<file path="src/rtl/riscv_pkg.sv">
// Shared RV encoding constants and the immediate-format code used by the decode stage.
package riscv_pkg;

  typedef enum logic [2:0] {
    FMT_NONE    = 3'd0,
    FMT_I       = 3'd1,
    FMT_S       = 3'd2,
    FMT_B       = 3'd3,
    FMT_U       = 3'd4,
    FMT_J       = 3'd5,
    FMT_SHAMT   = 3'd6,
    FMT_ILLEGAL = 3'd7
  } imm_fmt_e;

  localparam logic [6:0] OPC_LUI     = 7'b0110111;
  localparam logic [6:0] OPC_AUIPC   = 7'b0010111;
  localparam logic [6:0] OPC_JAL     = 7'b1101111;
  localparam logic [6:0] OPC_JALR    = 7'b1100111;
  localparam logic [6:0] OPC_BRANCH  = 7'b1100011;
  localparam logic [6:0] OPC_LOAD    = 7'b0000011;
  localparam logic [6:0] OPC_STORE   = 7'b0100011;
  localparam logic [6:0] OPC_OPIMM   = 7'b0010011;
  localparam logic [6:0] OPC_OP      = 7'b0110011;
  localparam logic [6:0] OPC_OPIMM32 = 7'b0011011;
  localparam logic [6:0] OPC_FENCE   = 7'b0001111;
  localparam logic [6:0] OPC_SYSTEM  = 7'b1110011;

  localparam logic [2:0] F3_SLL     = 3'b001;
  localparam logic [2:0] F3_SRL_SRA = 3'b101;

endpackage

</file>
<file path="src/rtl/riscv_imm_decode.sv">
// Combinational immediate extraction: instruction word -> sign-extended immediate, format, illegal flag.
module riscv_imm_decode
  import riscv_pkg::*;
#(
  parameter int XLEN = 32
) (
  input  logic [31:0]     instr_i,
  output logic [XLEN-1:0] imm_o,
  output imm_fmt_e        fmt_o,
  output logic            illegal_o
);

  localparam int SHW = $clog2(XLEN);

  logic [6:0]         opc;
  logic               is_shift;
  logic               sh_word;
  logic signed [31:0] v;

  assign opc      = instr_i[6:0];
  assign is_shift = (instr_i[14:12] == F3_SLL) || (instr_i[14:12] == F3_SRL_SRA);

  always_comb begin
    fmt_o   = FMT_ILLEGAL;
    sh_word = 1'b0;
    if (instr_i[1:0] == 2'b11) begin
      case (opc)
        OPC_LUI, OPC_AUIPC:                        fmt_o = FMT_U;
        OPC_JAL:                                   fmt_o = FMT_J;
        OPC_JALR, OPC_LOAD, OPC_FENCE, OPC_SYSTEM: fmt_o = FMT_I;
        OPC_OPIMM:                                 fmt_o = is_shift ? FMT_SHAMT : FMT_I;
        OPC_STORE:                                 fmt_o = FMT_S;
        OPC_BRANCH:                                fmt_o = FMT_B;
        OPC_OP:                                    fmt_o = FMT_NONE;
        OPC_OPIMM32: begin
          // word ops only exist on RV64; their shifts take a 5-bit shamt
          if (XLEN == 64) begin
            fmt_o   = is_shift ? FMT_SHAMT : FMT_I;
            sh_word = 1'b1;
          end
        end
        default: fmt_o = FMT_ILLEGAL;
      endcase
    end
  end

  always_comb begin
    v     = '0;
    imm_o = '0;
    case (fmt_o)
      FMT_I: v = {{20{instr_i[31]}}, instr_i[31:20]};
      FMT_S: v = {{20{instr_i[31]}}, instr_i[31:25], instr_i[11:7]};
      FMT_B: v = {{20{instr_i[31]}}, instr_i[7], instr_i[30:25], instr_i[11:8], 1'b0};
      FMT_U: v = {instr_i[31:12], 12'b0};
      FMT_J: v = {{12{instr_i[31]}}, instr_i[19:12], instr_i[20], instr_i[30:21], 1'b0};
      default: v = '0;
    endcase
    if (fmt_o == FMT_SHAMT)
      imm_o = sh_word ? XLEN'(instr_i[24:20]) : XLEN'(instr_i[20 +: SHW]);
    else
      imm_o = XLEN'(v);
  end

  assign illegal_o = (fmt_o == FMT_ILLEGAL);

endmodule

</file>
<file path="src/rtl/imm_decode_stage.sv">
// Registered immediate-decode pipeline stage with a 2-entry skid buffer and synchronous flush.
module imm_decode_stage
  import riscv_pkg::*;
#(
  parameter int XLEN    = 32,
  parameter bit SKID_EN = 1'b1
) (
  input  logic            clk,
  input  logic            rst,
  input  logic            flush,
  input  logic            in_valid,
  output logic            in_ready,
  input  logic [31:0]     in_instr,
  input  logic [XLEN-1:0] in_pc,
  output logic            out_valid,
  input  logic            out_ready,
  output logic [31:0]     out_instr,
  output logic [XLEN-1:0] out_pc,
  output logic [XLEN-1:0] out_imm,
  output logic [2:0]      out_fmt,
  output logic            out_illegal
);

  typedef enum logic [1:0] {S_EMPTY, S_ONE, S_TWO} state_e;

  state_e          state_q;
  logic [XLEN-1:0] dec_imm;
  imm_fmt_e        dec_fmt;
  logic            dec_ill;

  logic [31:0]     skid_instr_q;
  logic [XLEN-1:0] skid_pc_q;
  logic [XLEN-1:0] skid_imm_q;
  logic [2:0]      skid_fmt_q;
  logic            skid_ill_q;

  logic acc;
  logic pop;

  riscv_imm_decode #(.XLEN(XLEN)) u_dec (
    .instr_i   (in_instr),
    .imm_o     (dec_imm),
    .fmt_o     (dec_fmt),
    .illegal_o (dec_ill)
  );

  // ready is a function of held state, flush and reset only, never of in_valid
  assign in_ready  = !rst && !flush &&
                     (SKID_EN ? (state_q != S_TWO) : ((state_q == S_EMPTY) || out_ready));
  assign out_valid = (state_q != S_EMPTY);
  assign acc       = in_valid && in_ready;
  assign pop       = out_valid && out_ready;

  always_ff @(posedge clk or posedge rst) begin
    if (rst) begin
      state_q      <= S_EMPTY;
      out_instr    <= '0;
      out_pc       <= '0;
      out_imm      <= '0;
      out_fmt      <= '0;
      out_illegal  <= 1'b0;
      skid_instr_q <= '0;
      skid_pc_q    <= '0;
      skid_imm_q   <= '0;
      skid_fmt_q   <= '0;
      skid_ill_q   <= 1'b0;
    end else if (flush) begin
      state_q <= S_EMPTY;
    end else begin
      case (state_q)
        S_EMPTY: begin
          if (acc) begin
            out_instr   <= in_instr;
            out_pc      <= in_pc;
            out_imm     <= dec_imm;
            out_fmt     <= dec_fmt;
            out_illegal <= dec_ill;
            state_q     <= S_ONE;
          end
        end
        S_ONE: begin
          if (acc && !pop) begin
            skid_instr_q <= in_instr;
            skid_pc_q    <= in_pc;
            skid_imm_q   <= dec_imm;
            skid_fmt_q   <= dec_fmt;
            skid_ill_q   <= dec_ill;
            state_q      <= S_TWO;
          end else if (acc && pop) begin
            out_instr   <= in_instr;
            out_pc      <= in_pc;
            out_imm     <= dec_imm;
            out_fmt     <= dec_fmt;
            out_illegal <= dec_ill;
          end else if (pop) begin
            state_q <= S_EMPTY;
          end
        end
        S_TWO: begin
          if (pop) begin
            out_instr   <= skid_instr_q;
            out_pc      <= skid_pc_q;
            out_imm     <= skid_imm_q;
            out_fmt     <= skid_fmt_q;
            out_illegal <= skid_ill_q;
            state_q     <= S_ONE;
          end
        end
        default: state_q <= S_EMPTY;
      endcase
    end
  end

endmodule

</file>
<file path="config.mk">
export PLATFORM = sky130hd
export DESIGN_NAME = imm_decode_stage
export DESIGN_NICKNAME = d
export VERILOG_FILES = /design/src/rtl/riscv_pkg.sv /design/src/rtl/riscv_imm_decode.sv /design/src/rtl/imm_decode_stage.sv
export SDC_FILE = /design/constraint.sdc
export NUM_CORES = 1
export LEC_CHECK = 0
export ABC_AREA = 0
export CORE_UTILIZATION = 45
export DETAILED_ROUTE_END_ITERATION = 8
export PLACE_DENSITY = 0.71
export SYNTH_ARGS = -nofsm -noshare
export SYNTH_HDL_FRONTEND = slang
export SYNTH_SLANG_ARGS = --single-unit
export TNS_END_PERCENT = 20
</file>
<file path="constraint.sdc">
create_clock -name clk -period 7.45 [get_ports clk]
set_input_delay 0.745 -clock clk [delete_from_list [all_inputs] [get_ports clk]]
set_output_delay 0.745 -clock clk [all_outputs]
set_load 0.005 [all_outputs]
</file>
After elaboration in Yosys (flattened, before gate mapping)
Cells that the tools add are included.
- bits of input ports: 69
- output and inout bits: 102
- logic and storage cells: 99
- bits in registers: 202
- eq/ne operators: 32
- reduce and logical (&&, ||, !) cells: 18
- muxes and demuxes: 37
- bitwise logic cells: 1
- operators by type and width (operator ; number):
    $mux 32 ; 13
    $pmux 32 s3 ; 3
    $pmux 32 s5 ; 1
    $eq 7x7->1 const B ; 4
    $eq 7x6->1 const B ; 3
    $pmux 3 s7 ; 1
    $mux 3 ; 6
    $eq 3x3->1 const B ; 5
    $eq 7x5->1 const B ; 2
    $mux 2 ; 6
    $ne 2x2->1 const B ; 5
    $pmux 3 s3 ; 1
    $ne 4x4->1 const B ; 2
    $eq 7x2->1 const B ; 1
    $eq 7x4->1 const B ; 1
    $eq 3x1->1 const B ; 2
    $eq 3x2->1 const B ; 2
    $logic_and 1x1->1 ; 6
    $ne 3x3->1 const B ; 2
    $pmux 2 s3 ; 1
    $reduce_and 6->1 ; 1
    $eq 2x2->1 const B ; 2
    $mux 1 ; 4
    $reduce_and 4->1 ; 1
    11 further kinds ; 13

Logic depth before layout (Yosys ltp)
- depth after elaboration: 11
- gate-level depth with buffers: 8
- depth with buffers taken out: 6

Hierarchy
Synthesis repeated with hierarchy kept, for this count alone.
- cells, all modules: 771
- area, all modules: 10029.6 um^2
- modules (own cells, without submodules) (module ; cells each ; seq. area each (um^2) ; instances ; area each (um^2)):
    imm_decode_stage ; 664 ; 5054.8 ; 1 ; 9278.9
    riscv_imm_decode ; 107 ; 0.0 ; 1 ; 750.7

Worst setup path before layout
Ideal clock, no wire load.
- path kind: input-to-reg
- start point: input in_instr[2]
- end point: register skid_imm_q[20]
- setup time: 122 ps
- arrival time: 2246 ps
- cell stages on the path: 8
- setup slack: 5082 ps
- buffers on the path: 2
- required time: 7328 ps
- path through: buf_6 and3_4 o31a_1 o41a_4 and2_4 nor2_2 buf_4 a21oi_1
- longest elaborated chain between the ends: 7
- elaborated cells on any way between the ends: 23
- those cells by class: eq/ne (17); mux (4); reduce/logical (2)
- ends and longest elaborated chain (item ; RTL line ; source):
    from (decl) ; imm_decode_stage.sv:13 ; input logic [31:0] in_instr,
    $eq 7x7->1 (tied with other cells) ; riscv_imm_decode.sv:27 ; case (opc)
    $reduce_or 4->1 / $reduce_or 2->1 (equally long branches) ; riscv_imm_decode.sv:27 ;
    $pmux 3 s7 * ; riscv_imm_decode.sv:27 ;
    $mux 3 * ; riscv_imm_decode.sv:26 ; if (instr_i[1:0] == 2'b11) begin
    $eq 3x3->1 (tied with other cells) ; riscv_imm_decode.sv:50 ; case (fmt_o)
    $pmux 32 s5 ; riscv_imm_decode.sv:50 ;
    $mux 32 * ; riscv_imm_decode.sv:58 ; if (fmt_o == FMT_SHAMT)
    to (signal assigned) ; imm_decode_stage.sv:85 ; skid_imm_q <= dec_imm;
    to (decl) ; imm_decode_stage.sv:33 ; logic [XLEN-1:0] skid_imm_q;
Every way passes the cells marked *; elsewhere a longest branch is shown, timed or not.
A chain may end at the register's enable or synchronous reset.

Worst setup path after layout
- start point: register state_q[1]
- end point: output in_ready
- longest elaborated chain between the ends: 2
- ends and longest elaborated chain (item ; RTL line ; source):
    from (decl) ; imm_decode_stage.sv:26 ; state_e state_q;
    from (signal assigned) ; imm_decode_stage.sv:56 ; state_q <= S_EMPTY;
    from (signal assigned) ; imm_decode_stage.sv:68 ; state_q <= S_EMPTY;
    from (signal assigned) ; imm_decode_stage.sv:78 ; state_q <= S_ONE;
    $ne 2x2->1 ; imm_decode_stage.sv:49 ; (SKID_EN ? (state_q != S_TWO) : ((state_q == S_EMPTY) || out_ready));
    $logic_and 1x1->1 ; imm_decode_stage.sv:48 ; assign in_ready = !rst && !flush &&
    to (decl) ; imm_decode_stage.sv:12 ; output logic in_ready,
No other way between the ends.

==> results by group <==
Outcome
  – Status: completed

Layout
  – Commonest non-fill, non-tap cell in the layout: nand2_1
  – Share of cells above drive strength 1: 5.537%
  – Fin nets: 1227
  – Layout area overhead: 29.19%
  – Final cell count without fillers: 1434
  – Antenna Cells: 0
  – Most frequent cells in the layout: 375 x nand2_1, 202 x dfrtp_1, 170 x clkdlybuf4s50_1

STA
  – Slew Limit Headroom: 29.16%
  – Tightest Pin Transition: 1.063 ns
  – Period utilization: 44.64%
  – Final hold vios: 0
  – Peak Freq: 300.7 MHz
  – Hold WS: 0.4704 ns
  – Final Slew Violations: 0
  – RSZ-0062 raised after global routing: no
  – Clock Skew: 0.008927 ns
  – Final min period: 3.326 ns
  – Setup tns final: 0 ns
  – Setup violators final: 0

Yosys
  – Synth async-reset ratio: 100.0%
  – Syn avg cell area: 8.626 um2
  – Sequential fraction of the synthesis area: 57.01%
  – Cells after Synth: 1028
  – Cell variety after synth: 48
  – Yosys reg bits: 202
  – Number of synthesized flops with an enable pin: 0
  – Post-Syn Area: 8867 um2
  – Ys Warns: 0
  – Top_reg_cell synth: dfrtp_1
  – Syn_nets: 1097

Detailed routing
  – 1st-iter DRT viols: 512
  – Via/cell ratio: 5.278
  – First-pass DRT Iterations: 5
  – Vias: 7569
  – Drc violations: 0
  – Post-DRT Antenna Nets: 0
  – WL/cell: 16.05 um
  – Detailed Route WL: 23020 um

Clock network
  – CTS tree: built
  – Longest Clk Path Bufs: 3
  – Clock Latency Late Sink: 0.50 ns
  – # hold bufs at CTS: 0
  – Clock sink count: 202
  – Clock slew seen by the registers of the worst setup and hold paths: 0.06 ns
  – Cts bufs inserted: 22
  – Post-CTS Resized: 0
  – Setup repair bufs after CTS: 0
  – H-tree depth: 1
  – Root Buffer: clkbuf_16

Floorplan
  – # IOs: 171
  – Cell Rows: 50
  – Die width: 142.4 um
  – Die height: 142.4 um
  – Core Region: 19020 um2
  – Initial Util: 46.62%
  – Die area: 20270 um2

Global route
  – Tot GR Track Use: 23.11%
  – Global-route wire length before repair: 37200 um
  – Antenna violations before repair: 0
  – Overflow after GRT: 0
  – Pin count of the biggest net entering global routing: 133
  – Number of global-route vias before repair: 7172

Critical path
  – Critical path class: reg -> out
  – CP max FO: 90
  – Reg2Reg Depth: 6
  – Critical path startpoint category: flip-flop
  – Crit path capture type: output pin
  – Crit path arrival time: 2.58 ns
  – Worst R2R Setup Slack: 4.58 ns
  – RR Startpoint: state_q[1]
  – CP required: 6.70 ns
  – R2r endpoint: out_instr[3]

Pwr
  – Sw Pwr: 0.0007866 W
  – Internal Power: 0.002318 W
  – Clock power share: 36.5%
  – P per Cell Area: 271.0 nW/um2
  – Sequential Power Share: 45.3%
  – LEAKAGE: 5.184 nW
  – Comb pwr share: 18.1%
  – Sw frac: 25.34%
  – Worst IR Drop VDD: 185.9 uV
  – Total Power: 0.003104 W

Place
  – Port bufs: 170
  – Placed insts: 1394
  – Routability cong.: 0.8092
  – DP Wirelength: 14120 um

Min path
  – End of the worst hold path: skid_imm_q[14]
  – HP Class: reg -> reg
  – Hold path depth: 2
  – Hold path startpoint: skid_imm_q[14]

Flow run
  – MaxCap Viol Count: 0
-- sequential cells by signal (all words and copies together), names as in the netlist --
register      count
out_fmt           3
out_illegal       1
out_imm          32
out_instr        32
out_pc           32
skid_fmt_q        3
skid_ill_q        1
skid_imm_q       32
skid_instr_q     32
skid_pc_q        32
state_q           2
-- through the flow --
stage	setup slack [ns]	instance area, um2	utilization [%]
finish	4.124	11460	60.24
floorplan	1.194	8867	-
global placement	3.779	10690	56.21
detailed placement	3.640	10690	56.21
global route	3.911	11460	60.24
CTS	4.160	11460	60.24
-- metal layers --
layer | part of all wire, % | routed length (um) | track usage, % | up-vias
met5 | 0 | 0 | 0 | -
met4 | 1.7 | 398 | 5.263 | 0
met3 | 5.8 | 1345 | 4.307 | 31
met2 | 48 | 10990 | 37.28 | 199
met1 | 45 | 10280 | 32.35 | 3650
li1 | - | - | - | 3689
-- worst max path at each step --
stage | startpoint | endpoint | slack [ns] | depth (start not counted)
after CTS | rst | out_pc[6] | 4.16 | 8
after floorplan | rst | out_fmt[0] | 1.19 | 1
final | state_q[1] | in_ready | 4.12 | 4
after global placement | rst | out_instr[1] | 3.78 | 7
after detailed placement | rst | out_pc[6] | 3.64 | 8
after global routing | rst | out_pc[19] | 3.91 | 8
-- area by class of cell --
cell class,instances,area (um2)
clock buffers,35,690.7
well taps,260,325.3
repair buffers,179,1769
multi-input cells,748,3515
flip-flops and latches,202,5055
inverters,5,26.28
fillers,1683,7562
clock inverters,5,75.07
-- synth_stat cells (all sizes together), types with 2 or more instances --
master     n  area, um2
or4b       2      23.77
o2111ai    2      17.52
a211oi     3      22.52
o21ai     54      270.3
nand3     13      65.06
nand4b     2      17.52
buf       24      136.4
nand2b     3      18.77
and3      25      168.9
inv        5      18.77
or3       13      81.33
nor4       3      18.77
a21o       4      30.03
a22oi      5      37.54
nor3       4      31.28
clkbuf    49      185.2
nor3b      4      30.03
o21a       2      15.01
a31oi     65      406.6
a21oi     54      270.3
nand2    375       1408
and2       4      27.53
nor2b      3      18.77
nor2      97      374.1
dfrtp    202       5055
-- critical path: stages (launching register included) --
cell	delay, ns
dfrtp_1	0.45
nor2b_4	0.19
buf_4	0.73
nor3_1	0.09
clkdlybuf4s50_1	0.49
-- power groups by stage --
stage                     registers (W)  logic [W]  clock network (W)
after global placement          0.00142   0.000554                  0
after detailed placement        0.00142   0.000568                  0
final                           0.00141   0.000563            0.00113
after global routing            0.00143   0.000628            0.00119
after floorplan                 0.00141   0.000237                  0
after CTS                       0.00141   0.000571            0.00115
-- cells by family (layout without fill, tap and decap cells) --
family	count (synthesis)	after routing	synth area share (%)
simple gates	551	551	26.06
flops	202	202	57.01
compound gates	197	197	13.09
buf+inv	78	224	3.838
Note: power is estimated with default switching activity, not from simulation.
